$ cat src/rtl/tcu_drl_step_sched.sv
// -----------------------------------------------------------------------------
// tcu_drl_step_sched
//   Sequencer in front of the DRL tensor-core dot-product datapath. Takes one
//   dot-product job (format, K-step count, C seed, tag), pulls one operand beat
//   per K step and issues it to the datapath with first/last markers (C only on
//   the first step), waits for the final result with a bounded timer, then
//   returns it on a valid/ready response port.
//
// Ports
//   clk, reset_n              clock, synchronous active-low reset
//   req_*                     job request (valid/ready, fmt, steps, c, tag)
//   opd_*                     operand beat stream (valid/ready, A row, B col)
//   dp_*  (out)               registered issue to the datapath
//   dp_res_valid, dp_res      datapath result strobe and value
//   rsp_*                     response (valid/ready, data, tag, err)
//   busy                      FSM not idle
// -----------------------------------------------------------------------------

// Per-lane operand holding register: loads one A/B word pair on issue and
// holds it otherwise so the datapath payload stays stable between pulses.
module tcu_drl_step_sched_lane (
   input  logic        clk,
   input  logic        reset_n,
   input  logic        ld,
   input  logic [31:0] a_in,
   input  logic [31:0] b_in,
   output logic [31:0] a_out,
   output logic [31:0] b_out
);
   logic [31:0] a_q, a_d;
   logic [31:0] b_q, b_d;

   always_comb begin
      a_d = ld ? a_in : a_q;
      b_d = ld ? b_in : b_q;
   end

   always_ff @(posedge clk) begin
      if (!reset_n) begin
         a_q <= '0;
         b_q <= '0;
      end else begin
         a_q <= a_d;
         b_q <= b_d;
      end
   end

   assign a_out = a_q;
   assign b_out = b_q;
endmodule

module tcu_drl_step_sched #(
   parameter int          N       = 2,
   parameter int          STEPS_W = 4,
   parameter int          MUL_LAT = 3,
   parameter int          TAG_W   = 8,
   // Per-format enable (bit index = format ID); a defined format whose bit is
   // cleared here is rejected like an undefined one.
   parameter logic [15:0] FMT_EN  = 16'hFFFF
) (
   input  logic               clk,
   input  logic               reset_n,
   input  logic               req_valid,
   output logic               req_ready,
   input  logic [3:0]         req_fmt,
   input  logic [STEPS_W-1:0] req_steps,
   input  logic [31:0]        req_c,
   input  logic [TAG_W-1:0]   req_tag,
   input  logic               opd_valid,
   output logic               opd_ready,
   input  logic [N*32-1:0]    opd_a,
   input  logic [N*32-1:0]    opd_b,
   output logic               dp_valid,
   output logic [3:0]         dp_fmt,
   output logic [N*32-1:0]    dp_a_row,
   output logic [N*32-1:0]    dp_b_col,
   output logic [31:0]        dp_c_val,
   output logic               dp_first,
   output logic               dp_last,
   input  logic               dp_res_valid,
   input  logic [31:0]        dp_res,
   output logic               rsp_valid,
   input  logic               rsp_ready,
   output logic [31:0]        rsp_data,
   output logic [TAG_W-1:0]   rsp_tag,
   output logic               rsp_err,
   output logic               busy
);
   // TCU format IDs
   localparam int TCU_FP32_ID = 0;
   localparam int TCU_FP16_ID = 1;
   localparam int TCU_BF16_ID = 2;
   localparam int TCU_FP8_ID  = 3;
   localparam int TCU_BF8_ID  = 4;
   localparam int TCU_I32_ID  = 8;
   localparam int TCU_I8_ID   = 9;
   localparam int TCU_U8_ID   = 10;
   localparam int TCU_I4_ID   = 11;
   localparam int TCU_U4_ID   = 12;

   localparam logic [15:0] FMT_DEFINED =
      (16'd1 << TCU_FP32_ID) | (16'd1 << TCU_FP16_ID) | (16'd1 << TCU_BF16_ID) |
      (16'd1 << TCU_FP8_ID)  | (16'd1 << TCU_BF8_ID)  | (16'd1 << TCU_I32_ID)  |
      (16'd1 << TCU_I8_ID)   | (16'd1 << TCU_U8_ID)   | (16'd1 << TCU_I4_ID)   |
      (16'd1 << TCU_U4_ID);
   localparam logic [15:0] FMT_OK_MASK = FMT_DEFINED & FMT_EN;

   localparam logic [1:0] S_IDLE  = 2'd0;
   localparam logic [1:0] S_ISSUE = 2'd1;
   localparam logic [1:0] S_DRAIN = 2'd2;
   localparam logic [1:0] S_RESP  = 2'd3;

   localparam int                TMR_W       = $clog2(MUL_LAT + 3);
   localparam logic [TMR_W-1:0]  TMR_TIMEOUT = TMR_W'(MUL_LAT + 2);
   localparam logic [TMR_W-1:0]  TMR_MAX     = '1;

   logic [1:0]         state_q,    state_d;
   logic [3:0]         fmt_q,      fmt_d;
   logic [STEPS_W-1:0] steps_q,    steps_d;
   logic [STEPS_W-1:0] step_cnt_q, step_cnt_d;
   logic [31:0]        c_q,        c_d;
   logic [TAG_W-1:0]   tag_q,      tag_d;
   logic [TMR_W-1:0]   tmr_q,      tmr_d;

   logic               dp_valid_q, dp_valid_d;
   logic [3:0]         dp_fmt_q,   dp_fmt_d;
   logic [31:0]        dp_c_val_q, dp_c_val_d;
   logic               dp_first_q, dp_first_d;
   logic               dp_last_q,  dp_last_d;

   logic               rsp_valid_q, rsp_valid_d;
   logic [31:0]        rsp_data_q,  rsp_data_d;
   logic [TAG_W-1:0]   rsp_tag_q,   rsp_tag_d;
   logic               rsp_err_q,   rsp_err_d;

   logic               lane_ld;
   logic               step_first;
   logic               step_last;

   assign step_first = (step_cnt_q == '0);
   assign step_last  = (step_cnt_q == (steps_q - STEPS_W'(1)));

   always_comb begin
      state_d     = state_q;
      fmt_d       = fmt_q;
      steps_d     = steps_q;
      step_cnt_d  = step_cnt_q;
      c_d         = c_q;
      tag_d       = tag_q;
      tmr_d       = tmr_q;
      // Strobes and markers are single-cycle; payload holds by default.
      dp_valid_d  = 1'b0;
      dp_first_d  = 1'b0;
      dp_last_d   = 1'b0;
      dp_fmt_d    = dp_fmt_q;
      dp_c_val_d  = dp_c_val_q;
      rsp_valid_d = rsp_valid_q;
      rsp_data_d  = rsp_data_q;
      rsp_tag_d   = rsp_tag_q;
      rsp_err_d   = rsp_err_q;
      lane_ld     = 1'b0;

      case (state_q)
         S_IDLE: begin
            if (req_valid) begin
               fmt_d      = req_fmt;
               steps_d    = (req_steps == '0) ? STEPS_W'(1) : req_steps;
               c_d        = req_c;
               tag_d      = req_tag;
               step_cnt_d = '0;
               if (FMT_OK_MASK[req_fmt]) begin
                  state_d = S_ISSUE;
               end else begin
                  // Rejected job goes straight to a failed response, never
                  // touching the datapath.
                  state_d     = S_RESP;
                  rsp_valid_d = 1'b1;
                  rsp_data_d  = '0;
                  rsp_err_d   = 1'b1;
                  rsp_tag_d   = req_tag;
               end
            end
         end

         S_ISSUE: begin
            if (opd_valid) begin
               dp_valid_d = 1'b1;
               dp_fmt_d   = fmt_q;
               dp_first_d = step_first;
               dp_last_d  = step_last;
               dp_c_val_d = step_first ? c_q : 32'd0;
               lane_ld    = 1'b1;
               step_cnt_d = step_cnt_q + STEPS_W'(1);
               if (step_last) begin
                  // Timer reads 0 in the cycle dp_last is on the port.
                  state_d = S_DRAIN;
                  tmr_d   = '0;
               end
            end
         end

         S_DRAIN: begin
            tmr_d = (tmr_q == TMR_MAX) ? tmr_q : tmr_q + TMR_W'(1);
            if (dp_res_valid) begin
               state_d     = S_RESP;
               rsp_valid_d = 1'b1;
               rsp_data_d  = dp_res;
               rsp_err_d   = 1'b0;
               rsp_tag_d   = tag_q;
            end else if (tmr_d == TMR_TIMEOUT) begin
               state_d     = S_RESP;
               rsp_valid_d = 1'b1;
               rsp_data_d  = '0;
               rsp_err_d   = 1'b1;
               rsp_tag_d   = tag_q;
            end
         end

         S_RESP: begin
            // dp_res_valid is deliberately not looked at here.
            if (rsp_ready) begin
               state_d     = S_IDLE;
               rsp_valid_d = 1'b0;
            end
         end

         default: state_d = S_IDLE;
      endcase
   end

   always_ff @(posedge clk) begin
      if (!reset_n) begin
         state_q     <= S_IDLE;
         fmt_q       <= '0;
         steps_q     <= '0;
         step_cnt_q  <= '0;
         c_q         <= '0;
         tag_q       <= '0;
         tmr_q       <= '0;
         dp_valid_q  <= 1'b0;
         dp_fmt_q    <= '0;
         dp_c_val_q  <= '0;
         dp_first_q  <= 1'b0;
         dp_last_q   <= 1'b0;
         rsp_valid_q <= 1'b0;
         rsp_data_q  <= '0;
         rsp_tag_q   <= '0;
         rsp_err_q   <= 1'b0;
      end else begin
         state_q     <= state_d;
         fmt_q       <= fmt_d;
         steps_q     <= steps_d;
         step_cnt_q  <= step_cnt_d;
         c_q         <= c_d;
         tag_q       <= tag_d;
         tmr_q       <= tmr_d;
         dp_valid_q  <= dp_valid_d;
         dp_fmt_q    <= dp_fmt_d;
         dp_c_val_q  <= dp_c_val_d;
         dp_first_q  <= dp_first_d;
         dp_last_q   <= dp_last_d;
         rsp_valid_q <= rsp_valid_d;
         rsp_data_q  <= rsp_data_d;
         rsp_tag_q   <= rsp_tag_d;
         rsp_err_q   <= rsp_err_d;
      end
   end

   // Operand words, one holding register per lane.
   for (genvar i = 0; i < N; i++) begin : g_lane
      tcu_drl_step_sched_lane u_lane (
         .clk     (clk),
         .reset_n (reset_n),
         .ld      (lane_ld),
         .a_in    (opd_a[i*32 +: 32]),
         .b_in    (opd_b[i*32 +: 32]),
         .a_out   (dp_a_row[i*32 +: 32]),
         .b_out   (dp_b_col[i*32 +: 32])
      );
   end

   assign req_ready = (state_q == S_IDLE);
   assign opd_ready = (state_q == S_ISSUE);
   assign busy      = (state_q != S_IDLE);
   assign dp_valid  = dp_valid_q;
   assign dp_fmt    = dp_fmt_q;
   assign dp_c_val  = dp_c_val_q;
   assign dp_first  = dp_first_q;
   assign dp_last   = dp_last_q;
   assign rsp_valid = rsp_valid_q;
   assign rsp_data  = rsp_data_q;
   assign rsp_tag   = rsp_tag_q;
   assign rsp_err   = rsp_err_q;
endmodule

$ cat config.mk
export PLATFORM = sky130hd
export DESIGN_NAME = tcu_drl_step_sched
export DESIGN_NICKNAME = d
export VERILOG_FILES = /design/src/rtl/tcu_drl_step_sched.sv
export SDC_FILE = /design/constraint.sdc
export NUM_CORES = 1
export LEC_CHECK = 0
export ABC_AREA = 1
export BUFFER_PORTS_ARGS = -buffer_cell sky130_fd_sc_hd__clkbuf_2
export CAP_MARGIN = 20
export CORE_AREA = 4 4 166 168
export DETAILED_ROUTE_END_ITERATION = 12
export DIE_AREA = 0 0 170 172
export GPL_TIMING_DRIVEN = 0
export PLACE_DENSITY = 0.73
export SYNTH_ARGS = -nofsm -noshare
export SYNTH_HDL_FRONTEND = slang
export SYNTH_SLANG_ARGS = --single-unit
$ cat constraint.sdc
create_clock -name clk -period 4.95 [get_ports clk]
set_input_delay 0.495 -clock clk [delete_from_list [all_inputs] [get_ports clk]]
set_output_delay 0.495 -clock clk [all_outputs]
set_load 0.01 [all_outputs]
==> metrics.md, run 1 <==
| Metric | Value |
|---|---|
| Initial antenna violation count | `3` |
| Critical Path Start | `state_q[1]` |
| CTS buffer count | `28` |
| DR iter-0 viols | `520` |
| Number of cells upsized or downsized after cts | `0` |
| Synth cell count leaders | `nor2_1, dfxtp_1, o21ai_0` |
| CTS sink count | `266` |
| P&R area growth vs syn | `36.4%` |
| Routability congestion estimate | `0.872` |
| Cell Rows | `59` |
| Largest net degree at the start of global routing | `14` |
| FF-to-FF setup slack | `2.79 ns` |
| CP Capture Type | `register` |
| Initial core utilization | `37.3%` |
| DR WL/cell | `16.1 microns` |
| First-pass GRT wire length | `50500 microns` |
| Post-synthesis cell count | `1232` |
| Largest cells by area after synthesis | `dfxtp_1, nor2_1, o21ai_0, nand2_1, a21oi_1` |
| Buffers added on ports | `424` |
| Pre-antenna DRT Iters | `5` |
| Worst Setup EP | `g_lane[1].u_lane.b_out[14]` |
| Hold-fix buffers, CTS | `0` |
| CP Max Fanout | `10` |
| Critical path launch point type | `register` |
| WP data arrival | `2.62 ns` |
| Fmax | `463 MHz` |
| Hold Vio Cnt, Final | `0` |
| Max_cap viols | `0` |
| CORE AREA | `0.0259 sq mm` |
| Vias per cell | `4.83` |
| RSZ-0062 raised after global routing | `false` |
| Leakage | `6.14 nW` |
| Top FF cell, synth | `dfxtp_1` |
| Syn nets | `1455` |
| CTS tree | `built` |
| Yosys reg bits | `266` |
| Largest area contributor in the netlist | `dfxtp_1` |
| DIE WIDTH | `170 microns` |
| Synthesized cell area | `0.00966 sq mm` |
| Synth unique cells | `30` |
| Num ports | `426` |
| DP Area | `0.0122 sq mm` |
| Clk slew on worst S/H paths | `0.06 ns` |
| Fin cells | `2045` |
| Max H-tree Level | `1` |
| Cell area power density | `547 mW/mm^2` |
| Fin util | `50.8%` |
| Final setup violation count | `0` |
| Max-slew headroom | `52.7%` |
| Total die area | `0.0292 sq mm` |
| Peak supply drop | `0.348 mV` |
| Setup Total Neg Slack | `0 ns` |
| YS warnings | `0` |
| Register area share after synthesis | `55.1%` |
| Top cell type's share of synthesized area | `55.1%` |
| Placed Cells | `1991` |
| CP required | `5.41 ns` |
| HPWL after detailed placement | `25800 microns` |
| Postcts setup bufs | `0` |
| CTS root buf | `clkbuf_16` |
| Clock Latency Late Sink | `0.53 ns` |
| Final Cell Area | `0.0132 sq mm` |
| Number of flops mapped to enable cells by yosys | `0` |
| Post-synthesis async set-or-reset flop share | `0%` |
| Synthesized area per cell | `7.84 sq um` |
| Tightest Pin Transition | `0.710 ns` |
| Residual DRC count | `0` |
| Worst Path Class, Setup | `reg -> reg` |
| Clock buffer depth | `3` |
| Reg2reg path depth | `9` |
| FF-to-FF Start | `state_q[1]` |
| Final Critical Period | `2.16 ns` |
| Final period utilization | `43.6%` |
| Overall Global Routing Usage | `21.3%` |
| GR Overflow Total | `0` |
| Worst hold-check path type | `in -> reg` |
| Outcome | `completed` |
| Final Skew | `0.0103 ns` |
| Fin. max-slew vios | `0` |
| Top-count cell post-synth | `nor2_1` |
| Number of global-route vias before repair | `9736` |
| Via count | `9874` |
| Reg2reg end | `g_lane[1].u_lane.b_out[14]` |
| Final ANT Viol Nets | `0` |
| Nets | `1909` |
| Share of layout cells above drive strength 1 | `30.2%` |
| Wirelength, routed | `33000 microns` |
| Die H | `172 microns` |
| Fillcell total | `2545` |
-- registers in the layout, summed over array words and instances, names as in the netlist, 2 cells and up --
| register | count |
|---|---|
| rsp_tag | 8 |
| g_lane.u_lane.a_out | 64 |
| dp_fmt | 4 |
| step_cnt_q | 4 |
| state_q | 2 |
| c_q | 32 |
| steps_q | 4 |
| dp_c_val | 32 |
| tmr_q | 3 |
| g_lane.u_lane.b_out | 64 |
| tag_q | 8 |
| rsp_data | 32 |
| fmt_q | 4 |
-- placed cells by master (no fill, tap or decap), types with 2 or more instances in the layout --
master | synthesis | routed
nand2_1 | 92 | 92
nor2_2 | 3 | 3
nand3_1 | 14 | 14
inv_2 | 2 | 2
dfxtp_1 | 266 | 266
buf_1 | 2 | 2
nor2_1 | 400 | 400
clkbuf_8 | 0 | 11
clkinv_2 | 0 | 4
clkbuf_1 | 52 | 57
buf_4 | 4 | 4
inv_1 | 33 | 33
a21oi_1 | 50 | 50
a211oi_1 | 3 | 3
clkinv_1 | 2 | 2
o21ai_0 | 223 | 223
clkbuf_16 | 0 | 29
nand4_1 | 2 | 2
clkbuf_2 | 0 | 424
diode_2 | 0 | 2
o21ai_1 | 2 | 2
buf_6 | 3 | 3
a22oi_1 | 32 | 32
nor3_1 | 2 | 2
buf_2 | 27 | 27
ha_1 | 9 | 9
-- power by group --
| part | total [mW] | internal, mW | switching (mW) |
|---|---|---|---|
| clock network | 2.14 | 1.29 | 0.847 |
| logic | 2.17 | 0.795 | 1.38 |
| registers | 2.90 | 2.63 | 0.273 |
| total | 7.21 | 4.71 | 2.50 |
-- cell families after synthesis --
| group | synth area share, % |
|---|---|
| and+or+nand+nor | 20.6 |
| AOI/OAI and AO/OA | 17.4 |
| DFF | 55.1 |
| buffers and inverters | 5.60 |
| adders and majority gates | 1.17 |
| xor gates and xnor gates | 0.0907 |
-- layer usage --
layer / track usage, % / wire (microns) / vias up / part of all wire (%)
met4: 7.05 / 942 / 2 / 2.9
met1: 24.9 / 12800 / 4512 / 39
met2: 37.4 / 16200 / 375 / 49
met3: 6.49 / 3040 / 66 / 9.2
met5: 0 / 13 / - / 0.039
li1: - / - / 4919 / -
-- worst min-delay path by stage --
stage / startpoint / end / slack, ns / cells past startpoint
after CTS: dp_res[13] / rsp_data[13] / 0.17 / 3
after global placement: rsp_tag[4] / rsp_tag[4] / 0.44 / 2
after global routing: dp_res[13] / rsp_data[13] / 0.18 / 3
final: dp_res[10] / rsp_data[10] / 0.20 / 3
after detailed placement: rsp_tag[4] / rsp_tag[4] / 0.44 / 2
after floorplan: tmr_q[2] / tmr_q[2] / 0.43 / 2
-- critical path, stage by stage, from the launching register on --
cell and delay [ns]:
dfxtp_1 0.36, inv_1 0.09, ha_1 0.21, buf_2 0.18, nand2_1 0.10, buf_6 0.18, buf_2 0.32, clkbuf_1 0.37
o21ai_0 0.17, nor2_1 0.10
-- per-stage QoR --
stage          hold WS [ns]  total power, mW  setup slack [ns]
6_report              0.202             7.21              2.79
5_1_grt               0.184             7.70              2.55
4_1_cts               0.171             7.27              2.76
3_5_place_dp          0.443             5.12              2.78
3_3_place_gp          0.436             5.06              2.80
2_1_floorplan         0.431             4.23              3.32
-- cell type report --
| class | instances | area (sq um) | area share [%] |
|---|---|---|---|
| antenna | 2 | 5.00 | 0.0380 |
| buffer | 88 | 402 | 3.05 |
| clock buffer | 45 | 896 | 6.80 |
| clock inverter | 7 | 70.1 | 0.532 |
| inverter | 37 | 139 | 1.05 |
| multi-input combinational | 841 | 3790 | 28.8 |
| sequential | 266 | 5330 | 40.4 |
| tap | 335 | 419 | 3.18 |
| timing repair buffer | 424 | 2120 | 16.1 |
Power figures use the tool's default switching activity.
==> run 2: changes to the inputs <==
- clock period: 4.95 -> 2.26 ns (I/O delays scaled with it)
==> run 2 against run 1 <==
Net effect:
- cell area increased by 15%
- highest routed layer is now met4
- global-route usage increased by 2.6 points
- critical path depth unchanged
- sequential power increased by 120%
- clock power increased by 120%
- first-iteration DRC count increased by 12%
- largest power group unchanged
==> metrics.md, run 2 (synthesis gave the netlist of run 1 again) <==
| Metric | Value |
|---|---|
| Clock Latency Late Sink | `0.53 ns (about the same)` |
| CTS buffer count | `28 (unchanged)` |
| Final Critical Period | `2.08 ns (was 2.16 ns)` |
| P&R area growth vs syn | `57.1% (was 36.4%)` |
| Max H-tree Level | `1 (unchanged)` |
| DIE WIDTH | `170 microns (unchanged)` |
| Worst Path Class, Setup | `reg -> reg (unchanged)` |
| Final setup violation count | `0 (unchanged)` |
| Overall Global Routing Usage | `23.9% (was 21.3%)` |
| Final Skew | `0.0104 ns (was 0.0103 ns)` |
| Cell Rows | `59 (unchanged)` |
| Initial antenna violation count | `4 (was 3)` |
| DP Area | `0.0122 sq mm (unchanged)` |
| HPWL after detailed placement | `25800 microns (unchanged)` |
| Worst hold-check path type | `in -> reg (unchanged)` |
| Max_cap viols | `0 (unchanged)` |
| Total die area | `0.0292 sq mm (unchanged)` |
| Leakage | `6.98 nW (was 6.14 nW)` |
| Pre-antenna DRT Iters | `6 (was 5)` |
| Most frequent cells in the layout | `clkbuf_2, nor2_1, dfxtp_1 (unchanged)` |
| Clk slew on worst S/H paths | `0.06 ns (about the same)` |
| Residual DRC count | `0 (unchanged)` |
| Wirelength, routed | `37300 microns (was 33000 microns)` |
| Postcts setup bufs | `0 (unchanged)` |
| Critical path launch point type | `register (unchanged)` |
| WP data arrival | `2.54 ns (was 2.62 ns)` |
| Final Cell Area | `0.0152 sq mm (was 0.0132 sq mm)` |
| Nets | `2107 (was 1909)` |
| Via count | `11100 (was 9874)` |
| Buffers added on ports | `424 (unchanged)` |
| Vias per cell | `4.92 (was 4.83)` |
| Setup Total Neg Slack | `0 ns (unchanged)` |
| Final period utilization | `92.0% (was 43.6%)` |
| CTS tree | `built (unchanged)` |
| Die H | `172 microns (unchanged)` |
| Tightest Pin Transition | `0.725 ns (was 0.710 ns)` |
| CP cell instances | `inv_1 > ha_1 > buf_2 > nand2_1 > buf_6 > buf_2 > clkbuf_2 > o21ai_0 > nor2_1 (was inv_1 > ha_1 > buf_2 > nand2_1 > buf_6 > buf_2 > clkbuf_1 > o21ai_0 > nor2_1)` |
| Clock buffer depth | `3 (unchanged)` |
| DR iter-0 viols | `580 (was 520)` |
| Share of layout cells above drive strength 1 | `27.3% (was 30.2%)` |
| Outcome | `completed (unchanged)` |
| Final ANT Viol Nets | `0 (unchanged)` |
| First-pass GRT wire length | `56800 microns (was 50500 microns)` |
| Most used cell, CP | `buf_2 (unchanged)` |
| CP required | `2.73 ns (was 5.41 ns)` |
| Fmax | `481 MHz (was 463 MHz)` |
| CTS root buf | `clkbuf_16 (unchanged)` |
| Routability congestion estimate | `0.872 (unchanged)` |
| CP Max Fanout | `10 (unchanged)` |
| Peak supply drop | `0.778 mV (was 0.348 mV)` |
| Fillcell total | `2216 (was 2545)` |
| Num ports | `426 (unchanged)` |
| Commonest non-fill, non-tap cell in the layout | `clkbuf_2 (unchanged)` |
| Fin. max-slew vios | `0 (unchanged)` |
| Cell area power density | `1070 mW/mm^2 (was 547 mW/mm^2)` |
| CORE AREA | `0.0259 sq mm (unchanged)` |
| Hold Vio Cnt, Final | `0 (unchanged)` |
| Max incr delay on CP | `0.36 ns (was 0.37 ns)` |
| Buf/Inv on CP | `5 (unchanged)` |
| DR WL/cell | `16.6 microns (was 16.1 microns)` |
| Max-slew headroom | `51.7% (was 52.7%)` |
| CTS sink count | `266 (unchanged)` |
| GR Overflow Total | `0 (unchanged)` |
| CP Capture Type | `register (unchanged)` |
| Family with the most delay on the worst path | `buffers and inverters (unchanged)` |
| Number of global-route vias before repair | `11300 (was 9736)` |
| Largest net degree at the start of global routing | `14 (unchanged)` |
| Initial core utilization | `37.3% (unchanged)` |
| RSZ-0062 raised after global routing | `false (unchanged)` |
| Crit-path slowest cell | `dfxtp_1 (was clkbuf_1)` |
run 2: changes by cell type in the layout (fill, tap and decap cells not counted), sizes merged:
cell	delta
diode	+6
dlygate4sd3	+198
run 2: stage by stage:
stage | power, mW | util, % | setup slack [ns] | instances | hold WS (ns)
after floorplan | 9.27 | - | 0.633 | 1232 | 0.374
after global routing | 17.2 | 58.5 | 0.0140 | 2242 | 0.00385
final | 16.2 | 58.6 | 0.181 | 2249 | 0.0208
after global placement | 11.1 | 47.1 | 0.112 | 1991 | 0.436
after CTS | 16.2 | 58.5 | 0.0713 | 2241 | 0.000921
after detailed placement | 11.2 | 47.1 | 0.0861 | 1991 | 0.443
run 2: path summary, 6_finish.rpt:
path	slack, ns	startpoint	endpoint	cells past startpoint
worst max-delay path	0.18	state_q[1]	g_lane[1].u_lane.b_out[18]	9
worst min-delay path	0.02	req_c[17]	c_q[17]	3
worst max register to register	0.18	state_q[1]	g_lane[1].u_lane.b_out[18]	9
worst min register to register	0.46	rsp_tag[5]	rsp_tag[5]	2
run 2: cell type report:
class / instances / area [sq um] / area share, %
Inverter: 37 / 139 / 0.915
Buffer: 88 / 408 / 2.69
Multi-Input combinational cell: 841 / 3790 / 25.0
Antenna cell: 8 / 20.0 / 0.132
Sequential cell: 266 / 5330 / 35.1
Clock inverter: 7 / 70.1 / 0.462
Tap cell: 335 / 419 / 2.76
Clock buffer: 45 / 896 / 5.90
Timing Repair Buffer: 622 / 4100 / 27.0
run 2: worst register-to-register path, cell delays in order, from the launching register on:
cell and delay [ns]:
dfxtp_1 0.36, inv_1 0.08, ha_1 0.21, buf_2 0.18, nand2_1 0.11, buf_6 0.18, buf_2 0.33, clkbuf_2 0.28
o21ai_0 0.14, nor2_1 0.13
run 2: metal layers:
layer	up-vias	GRT usage [%]	share of wire (%)
met5	-	0	0
met4	0	11.6	4.8
met3	134	6.40	8.9
met2	554	42.6	50
met1	5057	26.5	37
li1	5329	-	-
run 2: report_power, final:
part / switching [mW] / total (mW) / internal, mW
registers: 0.614 / 6.37 / 5.76
logic: 3.17 / 5.14 / 1.97
clock network: 1.87 / 4.69 / 2.82
total: 5.65 / 16.2 / 10.5
run 2: what timing repair did:
action,4_1_cts,5_1_grt
hold endpoints to repair,198,0
setup endpoints to repair,0,44
hold buffers,198,0
resized for setup,0,10
==> run 3: changes to the inputs <==
- CORE_AREA: 4 4 166 168 -> default
- CORE_MARGIN: default -> 4
- CORE_UTILIZATION: default -> 40
- DIE_AREA: 0 0 170 172 -> default
- PLACE_DENSITY: 0.73 -> 0.76
- SYNTH_HIERARCHICAL: default -> 1
==> run 3 against run 2 <==
Net effect:
- global-route usage rose by 1.4 points
- worst setup slack got worse by 0.014 ns
- critical path depth is 1 higher
- first-iteration DRC count grew 25%
- flip-flop and latch count stayed put
- register-to-register slack about the same
==> metrics.md, run 3 <==
| Metric | Value |
|---|---|
| Fin. max-slew vios | `0 (unchanged)` |
| GR Overflow Total | `0 (unchanged)` |
| Residual DRC count | `0 (unchanged)` |
| Critical Path Start | `state_q[1] (unchanged)` |
| Leakage | `8.22 nW (was 6.98 nW)` |
| Fin util | `62.6% (was 58.6%)` |
| Worst hold-check path type | `in -> reg (unchanged)` |
| Hold Worst Slack | `0.0371 ns (was 0.0208 ns)` |
| Top FF cell, synth | `dfxtp_1 (unchanged)` |
| Die H | `171 microns (was 172 microns)` |
| Number of flops mapped to enable cells by yosys | `0 (unchanged)` |
| Placed Cells | `2262 (was 1991)` |
| Seq pwr share | `37.9% (was 39.3%)` |
| First-pass GRT wire length | `61000 microns (was 56800 microns)` |
| Final period utilization | `92.6% (was 92.0%)` |
| Final setup margin | `0.168 ns (was 0.181 ns)` |
| Final Skew | `0.00896 ns (was 0.0104 ns)` |
| WP data arrival | `2.54 ns (about the same)` |
| Final Cell Area | `0.0163 sq mm (was 0.0152 sq mm)` |
| Initial antenna violation count | `5 (was 4)` |
| Internal power | `11.0 mW (was 10.5 mW)` |
| Outcome | `completed (unchanged)` |
| Yosys reg bits | `266 (unchanged)` |
| CTS tree | `built (unchanged)` |
| Synth unique cells | `32 (was 30)` |
| Synth cell count leaders | `nand2_1, nor2_1, dfxtp_1 (was nor2_1, dfxtp_1, o21ai_0)` |
| Top cell type's share of synthesized area | `49.8% (was 55.1%)` |
| Post-synthesis async set-or-reset flop share | `0% (unchanged)` |
| Tightest Pin Transition | `0.702 ns (was 0.725 ns)` |
| CP required | `2.70 ns (was 2.73 ns)` |
| Synthesized area per cell | `7.11 sq um (was 7.84 sq um)` |
| CTS sink count | `266 (unchanged)` |
| Clock Latency Late Sink | `0.55 ns (was 0.53 ns)` |
| Switching part of the total power | `34.4% (was 34.9%)` |
| Max H-tree Level | `1 (unchanged)` |
| Cell Rows | `59 (unchanged)` |
| CORE AREA | `0.0261 sq mm (was 0.0259 sq mm)` |
| Largest net degree at the start of global routing | `15 (was 14)` |
| Final setup violation count | `0 (unchanged)` |
| CTS buffer count | `29 (was 28)` |
| Critical path launch point type | `register (unchanged)` |
| Peak supply drop | `0.733 mV (was 0.778 mV)` |
| Nets | `2386 (was 2107)` |
| Combinational power share | `31.6% (was 31.7%)` |
| YS warnings | `6 (was 0)` |
| CTS root buf | `clkbuf_16 (unchanged)` |
| CP Max Fanout | `13 (was 10)` |
| Num ports | `426 (unchanged)` |
| Max-slew headroom | `53.2% (was 51.7%)` |
| Area share of fa/ha/maj cells after synthesis | `0.937% (was 1.17%)` |
| Largest area contributor in the netlist | `dfxtp_1 (unchanged)` |
| Worst Path Class, Setup | `reg -> reg (unchanged)` |
| Commonest non-fill, non-tap cell in the layout | `clkbuf_2 (unchanged)` |
| Hold Vio Cnt, Final | `0 (unchanged)` |
| Clk slew on worst S/H paths | `0.06 ns (about the same)` |
| Final ANT Viol Nets | `0 (unchanged)` |
| Simple-Gate Fraction of Synth Area | `29.3% (was 20.6%)` |
| Cell area power density | `1020 mW/mm^2 (was 1070 mW/mm^2)` |
| FF-to-FF Start | `state_q[1] (unchanged)` |
| HPWL after detailed placement | `25400 microns (was 25800 microns)` |
| Routability congestion estimate | `0.856 (was 0.872)` |
| Overall Global Routing Usage | `25.3% (was 23.9%)` |
| Setup Total Neg Slack | `0 ns (unchanged)` |
| Wirelength, routed | `39600 microns (was 37300 microns)` |
| DP Area | `0.0132 sq mm (was 0.0122 sq mm)` |
| Post-synthesis mux area share | `0% (unchanged)` |
| Fin cells | `2530 (was 2249)` |
| Register area share after synthesis | `49.8% (was 55.1%)` |
| Pre-antenna DRT Iters | `7 (was 6)` |
| Vias per cell | `4.83 (was 4.92)` |
| Clock buffer depth | `3 (unchanged)` |
| Fmax | `478 MHz (was 481 MHz)` |
| Synth Area in XOR/XNOR | `0.480% (was 0.0907%)` |
| Initial core utilization | `40.9% (was 37.3%)` |
| Buffers added on ports | `425 (was 424)` |
| Most frequent cells in the layout | `clkbuf_2, nand2_1, nor2_1 (was clkbuf_2, nor2_1, dfxtp_1)` |
| Syn nets | `1724 (was 1455)` |
| Top-count cell post-synth | `nand2_1 (was nor2_1)` |
| Total power | `16.7 mW (was 16.2 mW)` |
| P&R area growth vs syn | `53.0% (was 57.1%)` |
| Largest cells by area after synthesis | `dfxtp_1, nand2_1, nor2_1, inv_1, o21ai_0 (was dfxtp_1, nor2_1, o21ai_0, nand2_1, a21oi_1)` |
| Total die area | `0.0294 sq mm (was 0.0292 sq mm)` |
| Switching pwr | `5.76 mW (was 5.65 mW)` |
| DIE WIDTH | `171 microns (was 170 microns)` |
| Final Critical Period | `2.09 ns (was 2.08 ns)` |
| Power share of the clock group | `30.5% (was 29.0%)` |
| Via count | `12200 (was 11100)` |
| Complex-gate fraction of the synthesized area | `8.76% (was 17.4%)` |
| Largest family of logic cells by synthesized area | `simple AND/OR/NAND/NOR gates (unchanged)` |
| CP Capture Type | `register (unchanged)` |
| Share of layout cells above drive strength 1 | `25.8% (was 27.3%)` |
| DR WL/cell | `15.7 microns (was 16.6 microns)` |
| Post-synthesis cell count | `1502 (was 1232)` |
| Worst hold start | `req_c[3] (was req_c[17])` |
| Number of global-route vias before repair | `12400 (was 11300)` |
| DR iter-0 viols | `724 (was 580)` |
| Post-place setup slack | `-0.309 ns (was 0.0861 ns)` |
| Synthesized cell area | `0.0107 sq mm (was 0.00966 sq mm)` |
| RSZ-0062 raised after global routing | `false (unchanged)` |
| Max_cap viols | `0 (unchanged)` |
-- run 3: changes by cell type in the layout (fill, tap and decap cells not counted), sizes merged, moves of 4 or more --
cell	previous run	this run
a21oi	50	76
bufinv	1	6
a22oi	32	1
inv	36	154
nor2	404	384
buf	36	56
nand2	92	407
dlygate4sd3	198	206
a211oi	4	0
o21ai	225	96
nand3	15	11
clkbuf	521	487
-- run 3: layout make-up --
type                       count  area (sq um)
antenna                        9          22.5
inverter                     153           574
sequential                   266          5330
fill                        2082          9780
clock buffer                  34           774
buffer                        84           571
tap                          335           419
timing repair buffer         631          4190
clock inverter                19           254
multi-input combinational    999          4220
-- run 3: logic make-up (layout without fill, tap and decap cells) --
| family | Yosys count | count (layout) |
|---|---|---|
| compound gates | 176 | 176 |
| xor+xnor | 5 | 5 |
| flops | 266 | 266 |
| fa+ha+maj | 8 | 8 |
| other cells | 0 | 9 |
| simple gates | 810 | 810 |
| buf+inv | 237 | 921 |
-- run 3: final timing paths --
kind | cells after the start | to | slack (ns)
worst max-delay path | 10 | g_lane[0].u_lane/a_out[1] | 0.17
worst min-delay path | 3 | c_q[3] | 0.04
worst max register to register | 10 | g_lane[0].u_lane/a_out[1] | 0.17
worst min register to register | 2 | dp_c_val[5] | 0.46
-- run 3: layer usage --
layer | track usage [%] | routed length (microns) | up-vias
met4 | 13.7 | 2320 | 0
met1 | 27.8 | 14700 | 5510
met2 | 44.8 | 19200 | 641
met5 | 0 | 0 | -
li1 | - | - | 5868
met3 | 6.32 | 3380 | 189
-- run 3: timing repair --
| item | in CTS | in global routing |
|---|---|---|
| hold buffers | 206 | 0 |
| setup buffers | 0 | 0 |
| gates resized for setup | 2 | 1 |
| setup endpoints to repair | 128 | 40 |
| endpoints found under the hold margin | 206 | 0 |
| pin swaps | 0 | 0 |
-- run 3: power groups by stage --
stage / combinational, mW / clock (mW) / sequential [mW]
6_report: 5.29 / 5.10 / 6.34
5_1_grt: 5.90 / 5.38 / 6.43
4_1_cts: 5.19 / 5.18 / 6.30
3_5_place_dp: 4.86 / 0 / 6.39
3_3_place_gp: 4.75 / 0 / 6.36
2_1_floorplan: 2.71 / 0 / 6.67
-- run 3: worst max-delay path, stage by stage (launching register included) --
cell,delay [ns]
dfxtp_1,0.33
inv_1,0.08
ha_1,0.34
nand2_2,0.17
inv_2,0.20
buf_4,0.26
buf_6,0.21
buf_4,0.20
nand2_1,0.06
nand2_1,0.08
nor2_1,0.04
